==> src/rtl/cam_write_demux_bank.sv <==
// cam_write_demux_bank
//   Write side of the CAM: steers one WIDTH-bit word to one of DEPTH
//   registered entries. It also supports a single-entry invalidate and a
//   clear-all sweep that zeroes one entry per cycle.
// Ports
//   clk, rst_n            clock, async active-low reset
//   wr_valid_i/ready_o    write handshake; wr_index_i / wr_data_i payload
//   inv_valid_i/index_i   single-cycle invalidate, no handshake
//   clear_i               starts the clear-all sweep (ignored while busy)
//   data_o, valid_o       full entry array and valid bits for the read mux
//   wr_ack_o/ack_index_o  pulse one cycle after an accepted write
//   busy_o                sweep in progress
//   full_o, count_o       AND / popcount of valid_o

// One entry. Sweep clear outranks write, and write outranks invalidate.
module cam_entry #(
    parameter int WIDTH = 32
) (
    input  logic             clk,
    input  logic             rst_n,
    input  logic             we,
    input  logic             inv,
    input  logic             clr,
    input  logic [WIDTH-1:0] wdata,
    output logic [WIDTH-1:0] data,
    output logic             valid
);
    always_ff @(posedge clk or negedge rst_n) begin
        if (!rst_n) begin
            data  <= '0;
            valid <= 1'b0;
        end else if (clr) begin
            data  <= '0;
            valid <= 1'b0;
        end else if (we) begin
            data  <= wdata;
            valid <= 1'b1;
        end else if (inv) begin
            valid <= 1'b0;
        end
    end
endmodule

module cam_write_demux_bank #(
    parameter int WIDTH = 32,
    parameter int DEPTH = 32,
    parameter int IDX_W = 5
) (
    input  logic                   clk,
    input  logic                   rst_n,
    input  logic                   wr_valid_i,
    output logic                   wr_ready_o,
    input  logic [IDX_W-1:0]       wr_index_i,
    input  logic [WIDTH-1:0]       wr_data_i,
    input  logic                   inv_valid_i,
    input  logic [IDX_W-1:0]       inv_index_i,
    input  logic                   clear_i,
    output logic [DEPTH*WIDTH-1:0] data_o,
    output logic [DEPTH-1:0]       valid_o,
    output logic                   wr_ack_o,
    output logic [IDX_W-1:0]       ack_index_o,
    output logic                   busy_o,
    output logic                   full_o,
    output logic [IDX_W:0]         count_o
);
    typedef enum logic {IDLE = 1'b0, CLEAR = 1'b1} state_t;

    state_t                        state, state_nxt;
    logic [IDX_W-1:0]              ptr;
    logic                          ptr_last;
    logic                          wr_acc, inv_acc, sweep;
    logic [DEPTH-1:0]              we_vec, inv_vec, clr_vec;
    logic [DEPTH-1:0][WIDTH-1:0]   ent_data;

    assign ptr_last = (ptr == IDX_W'(DEPTH - 1));

    // State register
    always_ff @(posedge clk or negedge rst_n) begin
        if (!rst_n) state <= IDLE;
        else        state <= state_nxt;
    end

    // Next state: clear_i is only looked at in IDLE, so the sweep cannot restart
    always_comb begin
        state_nxt = state;
        case (state)
            IDLE:    if (clear_i)  state_nxt = CLEAR;
            CLEAR:   if (ptr_last) state_nxt = IDLE;
            default: state_nxt = IDLE;
        endcase
    end

    // Outputs from state. clear_i blocks same-cycle writes and invalidates.
    always_comb begin
        wr_ready_o = (state == IDLE) && !clear_i;
        busy_o     = (state == CLEAR);
        sweep      = (state == CLEAR);
    end

    assign wr_acc  = wr_valid_i && wr_ready_o;
    assign inv_acc = inv_valid_i && (state == IDLE) && !clear_i;

    // The pointer wraps to 0 on the last sweep edge, so it is ready for the next clear.
    always_ff @(posedge clk or negedge rst_n) begin
        if (!rst_n)     ptr <= '0;
        else if (sweep) ptr <= ptr + 1'b1;
    end

    // One-hot decodes
    always_comb begin
        we_vec  = '0;
        inv_vec = '0;
        clr_vec = '0;
        we_vec[wr_index_i]   = wr_acc;
        inv_vec[inv_index_i] = inv_acc;
        clr_vec[ptr]         = sweep;
    end

    for (genvar k = 0; k < DEPTH; k++) begin : g_ent
        cam_entry #(.WIDTH(WIDTH)) u_ent (
            .clk   (clk),
            .rst_n (rst_n),
            .we    (we_vec[k]),
            .inv   (inv_vec[k]),
            .clr   (clr_vec[k]),
            .wdata (wr_data_i),
            .data  (ent_data[k]),
            .valid (valid_o[k])
        );
    end

    assign data_o = ent_data;

    // The ack lines up with the cycle in which data_o first shows the write
    always_ff @(posedge clk or negedge rst_n) begin
        if (!rst_n) begin
            wr_ack_o    <= 1'b0;
            ack_index_o <= '0;
        end else begin
            wr_ack_o <= wr_acc;
            if (wr_acc) ack_index_o <= wr_index_i;
        end
    end

    always_comb begin
        count_o = '0;
        for (int i = 0; i < DEPTH; i++) count_o = count_o + (IDX_W+1)'(valid_o[i]);
    end

    assign full_o = &valid_o;
endmodule

==> config.mk <==
export PLATFORM = sky130hd
export DESIGN_NAME = cam_write_demux_bank
export DESIGN_NICKNAME = d
export VERILOG_FILES = /design/src/rtl/cam_write_demux_bank.sv
export SDC_FILE = /design/constraint.sdc
export NUM_CORES = 1
export LEC_CHECK = 0
export ABC_CLOCK_PERIOD_IN_PS = 12200
export CAP_MARGIN = 20
export CORE_AREA = 3 3 432 434
export CTS_BUF_LIST = sky130_fd_sc_hd__clkbuf_4
export DETAILED_ROUTE_END_ITERATION = 16
export DIE_AREA = 0 0 435 437
export PLACE_DENSITY_LB_ADDON = 0.15
export REMOVE_ABC_BUFFERS = 1
export SETUP_SLACK_MARGIN = 0.02
export SLEW_MARGIN = 20
export SYNTH_ARGS = -nofsm -noshare
export SYNTH_HDL_FRONTEND = slang
export SYNTH_SLANG_ARGS = --single-unit
export TNS_END_PERCENT = 1
==> constraint.sdc <==
create_clock -name clk -period 12.2 [get_ports clk]
set_clock_uncertainty 0.15 [all_clocks]
set_input_delay 2.44 -clock clk [delete_from_list [all_inputs] [get_ports clk]]
set_output_delay 2.44 -clock clk [all_outputs]
set_load 0.05 [all_outputs]
==> results by group <==
STA
  • Tmin final: roughly 9600 ps
  • Final period util: between 70% and 80%
  • Final Max Tran Viols: 0
  • Final Hold Fails: 0
  • Finish-stage setup viols: 0
  • WHS: roughly 340 ps
  • Maximum clock rate: about 100 MHz
  • Worst slew pin tran: about 1100 ps
  • Setup total negative slack: 0 ps
  • Slew HR: between 20% and 30%
  • RSZ-0062 raised after global routing: false

Critical path
  • Critical path, cell by cell: inv_1 > fa_1 > fa_1 > fa_1 > fa_1 > fa_1 > fa_1 > inv_1 > ha_1 > inv_1 > fa_1 > inv_1 > a21o_1 > a21oi_1 > xnor2_1 > clkdlybuf4s50_1
  • CP Buf/Inv Count: 5
  • Req. time, crit path: 9610 ps
  • CP max stage delay: 940 ps
  • Worst setup path category: register to primary output
  • CP startpoint kind: register
  • Slowest CP cell: clkdlybuf4s50_1
  • Crit path top cell by count: fa_1
  • R2R Setup Slk: 8560 ps
  • CP arrival: 6980 ps
  • CP max FO: 4
  • Worst Setup End Kind: primary output
  • Worst path top cell family by delay: adder cells

Floorplan
  • Boundary Pins: 1,118
  • Die width: about 440 µm
  • Die height: about 440 µm
  • Total core area: about 0.18 mm²
  • Area of the die: 0.190 mm²
  • Starting Density: between 20% and 30%
  • Rows: around 160

Global route
  • Vias in the first global route: 32,400
  • Initial antenna violation count: 13
  • Largest net degree at the start of global routing: 158
  • GRT Util Overall: a little over a fifth
  • First-pass GRT wire length: between 200 and 300 mm
  • Remaining Overflow, GRT: 0

Clock tree
  • Hold_buf cts: 0
  • Clock buffer depth: 4
  • Post-cts resize count: 0
  • Num CTS Buffers: between 300 and 400
  • Clock slew at reported path FFs: 60 ps
  • Clock tree sinks: approximately 1,100
  • Clock latency at the later pin of the worst-skew pair: approximately 1400 ps
  • H-tree levels: 5
  • Postcts setup bufs: 0
  • Root Buffer: clkbuf_4
  • CTS tree: yes

Synth
  • Library cells used by synthesis: 46
  • Mapped cell area: ~0.04 mm²
  • Post-synthesis sequential area ratio: about two thirds
  • Synth area leader: dfrtp_1
  • Yosys warns: 0
  • Most frequent cell after synthesis: dfrtp_1
  • Yosys top cell area share: around 67%
  • EDFF count, synth: 0
  • Synth Area per Inst: 14.5 µm²
  • Synth Flop Type: dfrtp_1
  • Post-synth ARST share: between 90% and 100%
  • Most frequent cells after synthesis: dfrtp_1, a22o_1, clkbuf_1
  • Top cells by area, synth: dfrtp_1, a22o_1, buf_2
  • Syn Inst Count: 2,747
  • #FFs+latches synth: around 1,100

Worst hold path
  • Tightest Hold Check Type: register to register

Routing
  • Vias: 31,200
  • Initial DRC Count: 2,510
  • Wire per inst: around 32 µm
  • First-pass DRT Iterations: 6
  • Detail Route Antenna Nets: 0
  • Drt total wl: approximately 210 mm
  • Number of vias per cell: approximately 4.7
  • Number of remaining DRC errors: 0

Power and ir drop
  • PD cells: 181 mW/mm²
  • Peak VDD IR: 259 µV
  • Leak: roughly 26 nW

Place
  • DP Wirelength: about 130 mm
  • PortBufs: around 1,100
  • GPL Wtd Cong: 0.813

Final layout
  • Area delta synth->final: 43.3%
  • Core Util, Final: 31.2%
  • Share of cells above drive strength 1: 16.5%
  • Final net count: 4,003

Run status
  • Status: finished, final reports clean

Job
  • Max-cap viol count: 0
-- area by class of cell --
| type | instances | area [µm²] |
|---|---|---|
| tap | 2464 | 3080 |
| multi-input combinational | 1285 | 11500 |
| clock inverter | 53 | 259 |
| inverter | 52 | 195 |
| fill | 18500 | 126000 |
| antenna | 13 | 32.5 |
| timing repair buffer | 1184 | 11800 |
| clock buffer | 485 | 3640 |
| sequential | 1068 | 26700 |
-- per-layer routing --
| layer | global-route usage [%] | up-vias | share of wire (%) |
|---|---|---|---|
| li1 | - | 12900 | - |
| met1 | 25.6 | 16500 | 40 |
| met2 | 36.3 | 1426 | 50 |
| met3 | 6.47 | 339 | 7.0 |
| met4 | 8.09 | 4 | 3.5 |
| met5 | 0 | - | 0.011 |
-- report_power, final --
group,switching (W),internal [W],leakage [nW]
Combinational,0.00214,0.000834,8.62
Sequential,0.000160,0.00374,14.9
Clock,0.00166,0.00184,2.36
-- stage by stage --
step	instance area (µm²)	total power (W)	setup WS [ps]	std cells
finish	57200	0.0104	2630	6604
global route	57200	0.0109	2200	6603
CTS	57000	0.0106	2370	6587
detailed placement	53100	0.00701	3960	6049
global placement	53100	0.00701	3990	6046
floorplan	38100	0.00558	4120	2405
-- kinds of logic after synthesis --
family,Yosys count,synth area share [%]
multiplexers,7,0.194
AO/OA/AOI/OAI,1106,23.9
adder cells (fa/ha/maj),37,1.61
buffers and inverters,394,4.89
AND/OR/NAND/NOR,129,2.33
XOR/XNOR,6,0.132
flip-flops,1068,67.0
-- cells in the final DEF, fill, tap and decap left out, types with 3 or more instances in the layout --
| cell | Yosys | layout |
|---|---|---|
| a21oi_2 | 4 | 7 |
| a21oi_4 | 0 | 13 |
| a22o_1 | 1024 | 1024 |
| and2_1 | 6 | 6 |
| buf_12 | 0 | 5 |
| buf_16 | 0 | 5 |
| buf_2 | 137 | 11 |
| buf_4 | 34 | 77 |
| clkbuf_4 | 0 | 485 |
| clkdlybuf4s50_1 | 0 | 1084 |
| clkinv_1 | 0 | 41 |
| clkinv_2 | 0 | 3 |
| dfrtp_1 | 1068 | 1068 |
| diode_2 | 0 | 13 |
| fa_1 | 24 | 24 |
| ha_1 | 13 | 13 |
| inv_1 | 52 | 52 |
| inv_2 | 0 | 6 |
| mux2_2 | 6 | 6 |
| nand2_1 | 10 | 10 |
| nand3b_1 | 5 | 5 |
| nand4_1 | 9 | 9 |
| nand4bb_1 | 5 | 4 |
| nor2_1 | 41 | 24 |
| nor2_2 | 5 | 11 |
| nor2_4 | 18 | 29 |
| nor2_8 | 4 | 4 |
| o21ai_0 | 23 | 23 |
| o21ai_1 | 3 | 3 |
| o221ai_1 | 24 | 24 |
| o32ai_1 | 8 | 8 |
| or3b_2 | 4 | 4 |
| xnor2_1 | 5 | 5 |
-- sequential cells by signal (all words and copies together) (netlist names) --
name / cells
g_ent.u_ent.data: 1024
g_ent.u_ent.valid: 32
ack_index_o: 5
ptr: 5
busy_o: 1
wr_ack_o: 1
-- path summary, 6_finish.rpt --
kind                                                           from                              endpoint  cells past startpoint
worst max-delay path               g_ent[0].u_ent.valid$_DFFE_PN0P_                            count_o[4]                     16
worst min-delay path            g_ent[31].u_ent.data[6]$_DFFE_PN0P_   g_ent[31].u_ent.data[6]$_DFFE_PN0P_                      1
worst max register to register                     busy_o$_DFF_PN0_  g_ent[14].u_ent.data[11]$_DFFE_PN0P_                      6
worst min register to register  g_ent[31].u_ent.data[6]$_DFFE_PN0P_   g_ent[31].u_ent.data[6]$_DFFE_PN0P_                      1
max in group asynchronous                                     rst_n  g_ent[14].u_ent.data[11]$_DFFE_PN0P_                      3
min in group asynchronous                                     rst_n  g_ent[28].u_ent.data[11]$_DFFE_PN0P_                      1
-- worst reg2reg max path, delay by kind of cell (launching register included) --
kind | cells | cell delay [ps]
AOI/OAI and AO/OA | 2 | 420
buffers and inverters | 2 | 550
DFF | 1 | 650
and+or+nand+nor | 2 | 1690
(Power assumes the default switching activity.)
